`src/rtl/mem_bist_engine.sv`:
```
// mem_bist_engine: march-style memory self-test engine.
// It writes a selectable pattern to every address, then reads each address back
// and compares the data with the same pattern. It counts the mismatches and
// captures the address and data of the first mismatch in each run.
// Build option: with MEM_BIST_STOP_ON_FAIL_EN defined, the run ends at the first mismatch.
module mem_bist_engine #(
    parameter int ADDR_W = 5,
    parameter int DATA_W = 8,
    parameter int RD_LAT = 1
) (
    input  logic              clk,
    input  logic              rst,
    input  logic              start,
    input  logic [1:0]        mode,
    output logic              read,
    output logic              write,
    output logic [ADDR_W-1:0] addr,
    output logic [DATA_W-1:0] data_in,
    input  logic [DATA_W-1:0] data_out,
    output logic              busy,
    output logic              done,
    output logic              pass,
    output logic [15:0]       err_count,
    output logic [ADDR_W-1:0] fail_addr,
    output logic [DATA_W-1:0] fail_data
);

    typedef enum logic [2:0] {
        S_IDLE,
        S_WRITE,
        S_READ,
        S_WAIT,
        S_CHECK,
        S_DONE
    } state_t;

    localparam logic [ADDR_W-1:0] LAST_ADDR = '1;
    localparam logic [2:0]        WAIT_LEN  = 3'(RD_LAT - 1);

    state_t              state, state_next;
    logic [1:0]          mode_q;
    logic [2:0]          wait_cnt;
    logic [DATA_W-1:0]   expected;
    logic                mismatch;
    logic                start_accept;

    // Test pattern for address a under pattern select m.
    function automatic logic [DATA_W-1:0] pattern(input logic [1:0] m, input logic [ADDR_W-1:0] a);
        logic [DATA_W-1:0] p;
        p = '0;
        case (m)
            2'd0: p = '0;
            2'd1: p = DATA_W'(a);
            2'd2: for (int i = 0; i < DATA_W; i++) p[i] = a[0] ^ ~i[0];
            default: for (int i = 0; i < DATA_W; i++) p[i] = ((int'(a) % DATA_W) == i);
        endcase
        return p;
    endfunction

    assign expected     = pattern(mode_q, addr);
    // The comparison is 4-state, so an X or Z bit read back from the memory counts as a failure.
    assign mismatch     = (data_out !== expected);
    assign start_accept = start && (state == S_IDLE || state == S_DONE);

    // State register.
    // NOTE: use non-blocking (<=) for every flop so all registers update together at the edge.
    always_ff @(posedge clk or posedge rst) begin
        if (rst) state <= S_IDLE;
        else     state <= state_next;
    end

    // Next-state logic.
    // NOTE: assign every output a default first so no path through the block infers a latch.
    always_comb begin
        state_next = state;
        case (state)
            S_IDLE, S_DONE: if (start) state_next = S_WRITE;
            S_WRITE:        if (addr == LAST_ADDR) state_next = S_READ;
            S_READ:         state_next = (RD_LAT == 1) ? S_CHECK : S_WAIT;
            S_WAIT:         if (wait_cnt == 3'd1) state_next = S_CHECK;
            S_CHECK: begin
`ifdef MEM_BIST_STOP_ON_FAIL_EN
                if (mismatch || addr == LAST_ADDR) state_next = S_DONE;
                else                               state_next = S_READ;
`else
                if (addr == LAST_ADDR) state_next = S_DONE;
                else                   state_next = S_READ;
`endif
            end
            default:        state_next = S_IDLE;
        endcase
    end

    // Output decode from the current state.
    always_comb begin
        read    = 1'b0;
        write   = 1'b0;
        data_in = '0;
        case (state)
            S_WRITE: begin
                write   = 1'b1;
                data_in = expected;
            end
            S_READ:  read = 1'b1;
            default: ;
        endcase
        busy = (state == S_WRITE) || (state == S_READ) || (state == S_WAIT) || (state == S_CHECK);
        done = (state == S_DONE);
        pass = done && (err_count == 16'd0);
    end

    // Datapath: address walk, read-latency counter, error count and first-failure capture.
    always_ff @(posedge clk or posedge rst) begin
        if (rst) begin
            addr      <= '0;
            mode_q    <= 2'd0;
            wait_cnt  <= 3'd0;
            err_count <= 16'd0;
            fail_addr <= '0;
            fail_data <= '0;
        end else if (start_accept) begin
            addr      <= '0;
            mode_q    <= mode;
            wait_cnt  <= 3'd0;
            err_count <= 16'd0;
            fail_addr <= '0;
            fail_data <= '0;
        end else begin
            case (state)
                S_WRITE: begin
                    if (addr == LAST_ADDR) addr <= '0;
                    else                   addr <= addr + 1'b1;
                end
                S_READ:  wait_cnt <= WAIT_LEN;
                S_WAIT:  wait_cnt <= wait_cnt - 3'd1;
                S_CHECK: begin
                    if (mismatch) begin
                        if (err_count != 16'hFFFF) err_count <= err_count + 16'd1;
                        // A zero count means this is the first mismatch of the run (the count saturates and never wraps back to zero).
                        if (err_count == 16'd0) begin
                            fail_addr <= addr;
                            fail_data <= data_out;
                        end
                    end
                    if (state_next == S_READ) addr <= addr + 1'b1;
                end
                default: ;
            endcase
        end
    end

endmodule

```
`config.mk`:
```
export PLATFORM = sky130hd
export DESIGN_NAME = mem_bist_engine
export DESIGN_NICKNAME = d
export VERILOG_FILES = /design/src/rtl/mem_bist_engine.sv
export SDC_FILE = /design/constraint.sdc
export NUM_CORES = 1
export LEC_CHECK = 0
export BUFFER_PORTS_ARGS = -buffer_cell sky130_fd_sc_hd__buf_4
export CELL_PAD_IN_SITES_DETAIL_PLACEMENT = 1
export CELL_PAD_IN_SITES_GLOBAL_PLACEMENT = 2
export CORE_ASPECT_RATIO = 1.4
export CORE_MARGIN = 2
export CORE_UTILIZATION = 38
export CTS_BUF_LIST = sky130_fd_sc_hd__clkbuf_2
export DETAILED_ROUTE_END_ITERATION = 7
export MAX_ROUTING_LAYER = met4
export PLACE_DENSITY_LB_ADDON = 0.25
export REMOVE_ABC_BUFFERS = 1
export SLEW_MARGIN = 20
export SYNTH_ARGS = -nofsm -noshare
export SYNTH_HDL_FRONTEND = slang
export SYNTH_SLANG_ARGS = --single-unit
```
`constraint.sdc`:
```
create_clock -name clk -period 5.96 [get_ports clk]
set_input_delay 0.298 -clock clk [delete_from_list [all_inputs] [get_ports clk]]
set_output_delay 0.298 -clock clk [all_outputs]
set_load 0.02 [all_outputs]
```
Word level (Yosys, flattened, before mapping). Cells that the tools add are included.

Register bits: 42. Bits of input ports: 13. Output and inout bits: 47. Word-level logic and storage cells: 78.

Add/subtract/negate cells: 3. Equality and inequality tests: 20. Muxes and demuxes: 27. Bitwise logic cells: 1. Reductions and logical operators: 20.

Operators by type and width (count): $mux W16 (4); $mux W8 (5); $mux W5 (7); $logic_not A32 Y1 (1); $pmux W8 S3 (1); $eq A3 B3 Y1 const B (6); $add A16 B1 Y16 const B (1); $logic_not A16 Y1 (1); $ne A16 B16 Y1 const B (1); $eq A3 B2 Y1 const B (5); $mux W3 (5); $pmux W3 S5 (1); $pmux W5 S2 (1); $eq A3 B1 Y1 const B (3); $nex A8 B8 Y1 (1); $reduce_bool A2 Y1 (4); $pmux W3 S2 (1); $reduce_and A3 Y1 (2); $reduce_bool A3 Y1 (2); $add A5 B1 Y5 const B (1); $eq A5 B5 Y1 const B (1); $logic_or A1 B1 Y1 (4); $logic_not A3 Y1 (1); $ne A3 B2 Y1 const B (1); 9 further kinds (11).

Logic depth before layout (Yosys ltp). Gate-level depths: netlist of the first run.

Depth after elaboration: 7. Depth in mapped cells: 12. Depth with buffers taken out: 8.

Worst setup path before layout of the first run. No wires, ideal clock.

Kind: flip-flop to flip-flop. Start: register addr[2]. End: register err_count[11]. Library setup time: 0.136 ns. Data arrival time: 2.492 ns. Data required time: 5.824 ns. Path slack: 3.332 ns. Cell stages (with the launch flop): 13. Path buffers: 4. Period minus slack after synthesis: 2.628 ns. Cell sequence: dfrtp_1 > clkbuf_1 > inv_1 > ha_1 > mux2_1 > a21oi_1 > xor2_1 > and4_4 > buf_6 > and2_1 > buf_6 > buf_8 > o31ai_4.

Longest elaborated chain between the ends: 5. Elaborated cells on any way between the ends: 12. Classes of those cells: eq/ne: 8; mux: 1; reduce/logical: 3.

Ends and longest elaborated chain: start: declaration (line 17) `output logic [ADDR_W-1:0] addr,`; start signal: assignment (line 132) `else addr <= addr + 1'b1;`; start signal: assignment (line 145) `if (state_next == S_READ) addr <= addr + 1'b1;`; $logic_not A32 Y1 (tied with other cells) (line 55) `default: for (int i = 0; i < DATA_W; i++) p[i] = ((int'(a) % DATA_W) == i);`; $pmux W8 S3 * (line 51) `case (m)`; $nex A8 B8 Y1 * (line 62) `assign mismatch = (data_out !== expected);`; $reduce_bool A2 Y1 (no line) *; $reduce_and A3 Y1 (no line) *; end signal: assignment (line 138) `if (err_count != 16'hFFFF) err_count <= err_count + 16'd1;`; end: declaration (line 23) `output logic [15:0] err_count,`.

Mark *: on every way between the ends. The rest lies on a longest branch, timed or not. A chain may end at the register's enable or synchronous reset.

Final worst setup path of the first run.
Start: register addr[0]. End: register err_count[3].

Longest elaborated chain between the ends: 5. Elaborated cells on any way between the ends: 13. Classes of those cells: eq/ne: 8; mux: 1; bitwise: 1; reduce/logical: 3.

Ends and longest elaborated chain (line): $logic_not A32 Y1 (tied with other cells) (55); $pmux W8 S3 * (51); $nex A8 B8 Y1 * (62); $reduce_bool A2 Y1 (no line) *; $reduce_and A3 Y1 (no line) *.

Marked as above.

==> impl_metrics.ini, run 1 <==
[placed_design]
hpwl_mm = 5.91
place_area_sq_mm = 0.00343
place_congestion = 0.776
port_buffers = 59

[die]
fp.dieW_um = 78.8
die-area_sq_mm = 0.00856
die_h_um = 109
core-area_sq_mm = 0.00765
initial_core_util_pct = 38.9
row_count = 38
io_pins = 60

[timing]
fin_skew_ns = 0.0323
finalHoldViolCount = 0
fmax_mhz = 274
worst_slew_pin_slew_ns = 1.10
period_minus_slack_ns = 3.65
period_share_pct = 61.3
rsz0062_at_grt = no
max-slew-margin-rel_pct = 26.4
setup_viol = 0
final-max-slew-violation-count = 0
hold_slack_ns = 0.0209
fin_setup_tns_ns = 0

[finish]
multi_input_area_sq_mm = 0.00172
area_growth_pct = 18.0
drive_above_1_share_pct = 24.0
design_area_sq_mm = 0.00351
final_nets = 390
nFillCells = 935
regArea_sq_mm = 0.00105
insertedDiodeCount = 0

[clocking]
tritoncts = done
clock-sinks = 42
cts_resized = 0
clockRootBuffer = clkbuf_2
postCtsSetupRepairBufs = 0
htreeDepth = 2
clk_latency_ns = 0.45
max-clock-path-buffers = 2
cts_buffers = 5
cts.clk_slew.worst_paths_ns = 0.26

[route]
wl_met2_mm = 4.35
num_vias = 2652
final_antenna_net_count = 0
remaining_drc_errors = 0
dr.max_layer_used = met4
drt_pass1_iterations = 4
routed_wl_mm = 8.56
initialDrtViolationCount = 70
wl_per_cell_um = 18.3
vias_per_cell = 5.68
drt-met1-wl_mm = 3.80
route.met3.wl_um = 246

[critical_path]
timing.rr.end = err_count[3]
end_kind = register
timing.rr.start = addr[0]
required_ns = 6.28
crit_fanout = 17
arrival_ns = 3.97
critPathKind = reg -> reg
cp-endpoint = err_count[3]
reg2reg_depth = 8
crit_path_start_kind = register
rrSetupSlack_ns = 2.31
startpoint = addr[0]

[yosys]
synth_edf_count = 0
yosysWarningCount = 0
ys_top_cells_by_area = dfrtp_1 (35%), ha_1 (4.6%), mux2i_1 (3.7%)
ys_async_sr_fraction_pct = 100
netlist_area_sq_mm = 0.00297
synth_top_area_share_pct = 35.3
yosysMostFrequentCell = dfrtp_1
synthTopCellsByCount = dfrtp_1 (42), nand2_1 (29), inv_1 (22)
synth_top_flop_cell = dfrtp_1
yosysTopAreaCell = dfrtp_1
synth_cells = 318
synth.distinct_cells = 57
synth.avg_cell_area_sq_um = 9.35
synth-seq-cells = 42
yosysSeqAreaShare_pct = 35.3

[grt]
grt_overflow = 0
grtUsageTotal_pct = 21.1
grt_pass1_wl_mm = 13.7
grt_max_degree = 43
antenna_found_initial = 0
grt_pass1_vias = 2677

[outcome]
status = finished clean

[power]
powerDensity_mw_per_mm2 = 436
static-leakage-power_nw = 1.64
max-vdd-ir-drop_v = 0.000162
total_power_mw = 1.53

[min_path]
hold_class = in -> reg

[run]
maxCapViolCount = 0
==> layout by cell type (no fill, tap or decap), types with 7 or more instances in the layout <==
cell      synthesis  final
inv_1            22     22
o21ai_0           9      9
ha_1             11     11
nand3_1          13     13
nor2_1           15     15
a31oi_1          16     16
nand2b_1          7      7
mux2i_1          11     11
dfrtp_1          42     42
nand2_1          29     29
buf_4             4     61
a21oi_1          11     11
==> power by group <==
part	total (mW)	switching [mW]	internal (mW)	leakage, nW
clock network	0.179	0.109	0.0696	0.0427
logic	0.817	0.465	0.352	1.05
registers	0.532	0.156	0.376	0.544
==> metal layers <==
layer,GRT usage [%],vias up
li1,-,1270
met1,25.0,1325
met2,36.4,48
met3,3.39,9
met4,7.02,0
met5,-,-
==> stage by stage <==
stage	instances	setup WS [ns]	utilization, %
4_1_cts	467	2.26	45.8
3_3_place_gp	458	2.42	44.9
3_5_place_dp	458	2.31	44.9
6_report	467	2.31	45.8
5_1_grt	467	2.07	45.8
2_1_floorplan	297	2.87	-
==> area by class of cell <==
class	instances	area share, %
repair buffers	62	13.3
inverters	22	2.35
flip-flops and latches	42	30.0
clock buffers	5	0.713
well taps	100	3.57
clock inverters	3	1.14
multi-input cells	233	48.9
==> critical path: stages, from the launching register on <==
cell and delay (ns):
dfrtp_1 0.67, inv_1 0.17, ha_1 0.26, nand2b_1 0.10, a21oi_1 0.10, or3_1 0.42, a211oi_4 0.75, and2_1 0.89
o21ai_1 0.17
==> worst min path at each step <==
stage	start	endpoint	cells past startpoint	slack [ns]
floorplan	mode[0]	mode_q[0]	2	0.40
global placement	fail_addr[0]	fail_addr[0]	1	0.47
detailed placement	fail_addr[1]	fail_addr[1]	1	0.48
CTS	mode[1]	mode_q[1]	3	0.007
global route	mode[1]	mode_q[1]	3	0.003
finish	mode[1]	mode_q[1]	3	0.02
==> state kept, by name, indices dropped and copies added, names as in the netlist <==
| register | count |
|---|---|
| addr | 5 |
| mode_q | 2 |
| err_count | 16 |
| state | 3 |
| wait_cnt | 3 |
| fail_data | 8 |
| fail_addr | 5 |
==> what timing repair did <==
item | 4_1_cts | 5_1_grt
hold endpoints to repair | 32 | 0
setup endpoints to repair | 0 | 0
hold buffers | 1 | 0
==> cells by family after synthesis <==
family,Yosys count,share of synthesized area (%)
buf+inv,43,6.94
flops,42,35.3
mux,16,5.60
simple gates,116,22.3
fa+ha+maj,11,4.63
compound gates,85,23.8
xor+xnor,5,1.47
Power figures use the tool's default switching activity.
==> run 2, diff against run 1 <==
--- a/config.mk
+++ b/config.mk
@@ -10,7 +10,7 @@
 export CELL_PAD_IN_SITES_GLOBAL_PLACEMENT = 2
 export CORE_ASPECT_RATIO = 1.4
 export CORE_MARGIN = 2
-export CORE_UTILIZATION = 38
+export CORE_UTILIZATION = 31
 export CTS_BUF_LIST = sky130_fd_sc_hd__clkbuf_2
 export DETAILED_ROUTE_END_ITERATION = 7
 export MAX_ROUTING_LAYER = met4
==> constraint.sdc (replaced) <==
create_clock -name clk -period 3.05 [get_ports clk]
set_input_delay 0.1525 -clock clk [delete_from_list [all_inputs] [get_ports clk]]
set_output_delay 0.1525 -clock clk [all_outputs]
set_load 0.02 [all_outputs]
==> impl_metrics.ini, run 2 (synthesis gave the netlist of run 1 again) <==
[outcome]
status = finished clean

[finish]
design_area_sq_mm = 0.00372
largest_reg_flops = 16
area_growth_pct = 25.1
layout_common_cells = buf_4 (75), dfrtp_1 (42), nand2_1 (29), inv_1 (21), a31oi_1 (16)
finish.utilization_pct = 39.6
reg_top3 = err_count: 16 flops, fail_data: 8 flops
nFillCells = 1121
regMostFlops = err_count
drive_above_1_share_pct = 26.1
final_nets = 414
final_common_cell = buf_4

[grt]
grt_pass1_vias = 2739
grt_max_degree = 29
grtUsageTotal_pct = 18.8
grt_pass1_wl_mm = 14.8
antenna_found_initial = 1
grt_overflow = 0

[timing]
setup_viol = 0
period_share_pct = 93.3
period_minus_slack_ns = 2.84
final-max-slew-violation-count = 0
max-slew-margin-rel_pct = 40.4
fin_skew_ns = 0.0320
finalHoldViolCount = 0
rsz0062_at_grt = no
worst_slew_pin_slew_ns = 0.889
fmax_mhz = 352

[route]
initialDrtViolationCount = 82
drt_pass1_iterations = 4
final_antenna_net_count = 0
vias_per_cell = 5.44
wl_per_cell_um = 18.4
routed_wl_mm = 9.23
num_vias = 2729
remaining_drc_errors = 0

[clocking]
htreeDepth = 2
postCtsSetupRepairBufs = 0
clock-sinks = 42
tritoncts = done
clockRootBuffer = clkbuf_2
cts_buffers = 5
cts.clk_slew.worst_paths_ns = 0.26
max-clock-path-buffers = 2
clk_latency_ns = 0.47

[die]
core-area_sq_mm = 0.00941
fp.dieW_um = 86.8
row_count = 42
io_pins = 60
initial_core_util_pct = 31.6
die-area_sq_mm = 0.0104
die_h_um = 120

[critical_path]
arrival_ns = 3.20
end_kind = register
critPathKind = reg -> reg
crit_fanout = 16
required_ns = 3.40
crit_path_start_kind = register

[power]
clkPwrFrac_pct = 9.5
max-vdd-ir-drop_v = 0.000203
switching_share_pct = 48.8
static-leakage-power_nw = 1.74
p_comb_share_pct = 58.3
power_frac_seq_pct = 32.2
powerDensity_mw_per_mm2 = 815
internal-power_mw = 1.55
p_switching_mw = 1.48

[placed_design]
port_buffers = 59
place_area_sq_mm = 0.00355
place_congestion = 0.814
hpwl_mm = 6.83

[min_path]
hold_class = in -> reg

[run]
maxCapViolCount = 0
[run 2: worst paths after layout]
check	start	endpoint	slack (ns)	cells after the start
min in group asynchronous	rst	fail_data[7]	0.27	3
setup reg to reg	addr[1]	err_count[12]	0.21	10
hold reg to reg	fail_addr[1]	fail_addr[1]	0.54	1
hold / removal	start	state[0]	0.05	3
setup / recovery	addr[1]	err_count[12]	0.21	10
max in group asynchronous	rst	state[0]	2.01	4
[run 2: worst max-delay path, cell delays in order, from the launching register on]
cell and delay [ns]:
dfrtp_1 0.53, inv_1 0.14, ha_1 0.23, nand2b_1 0.14, a21oi_1 0.11, or3_1 0.41, a211oi_4 0.32, buf_4 0.30
and2_1 0.18, buf_4 0.24, o41ai_2 0.11
[run 2: repair_timing]
action / in CTS / in global routing
hold buffers: 11 / 0
resized for setup: 0 / 1
setup endpoints to repair: 0 / 4
endpoints found under the hold margin: 32 / 0
[run 2: final cells by class]
cell class | count | area (sq um) | share of cell area (%)
Multi-Input combinational cell | 233 | 1720 | 46.3
Sequential cell | 42 | 1050 | 28.2
Timing Repair Buffer | 86 | 673 | 18.1
Tap cell | 110 | 138 | 3.70
Inverter | 22 | 82.6 | 2.22
Clock buffer | 5 | 25.0 | 0.672
Clock inverter | 3 | 25.0 | 0.672
Antenna cell | 1 | 2.50 | 0.0672
[run 2: per-stage QoR]
| stage | setup slack, ns | hold slack (ns) | total power, mW | TNS (ns) | cells |
|---|---|---|---|---|---|
| floorplan | -0.0386 | 0.258 | 1.99 | -0.317 | 297 |
| global placement | 0.185 | 0.283 | 2.74 | 0 | 482 |
| detailed placement | 0.118 | 0.284 | 2.77 | 0 | 482 |
| CTS | 0.0819 | 0.0231 | 3.08 | 0 | 501 |
| global route | 0.0843 | 0.0375 | 3.27 | 0 | 502 |
| finish | 0.205 | 0.0476 | 3.03 | 0 | 502 |
[run 2: power groups by stage]
stage	registers (mW)	logic [mW]	clock network, mW
3_3_place_gp	0.983	1.76	0
4_1_cts	0.982	1.79	0.303
6_report	0.976	1.77	0.287
5_1_grt	1.01	1.94	0.320
2_1_floorplan	1.16	0.836	0
3_5_place_dp	0.994	1.78	0
[run 2: per-layer routing]
layer | routed length, um | GRT usage, % | part of all wire (%)
met3 | 197 | 2.48 | 2.1
met1 | 3920 | 22.1 | 42
met2 | 5000 | 33.3 | 54
met4 | 108 | 4.69 | 1.2
met5 | 0 | - | 0
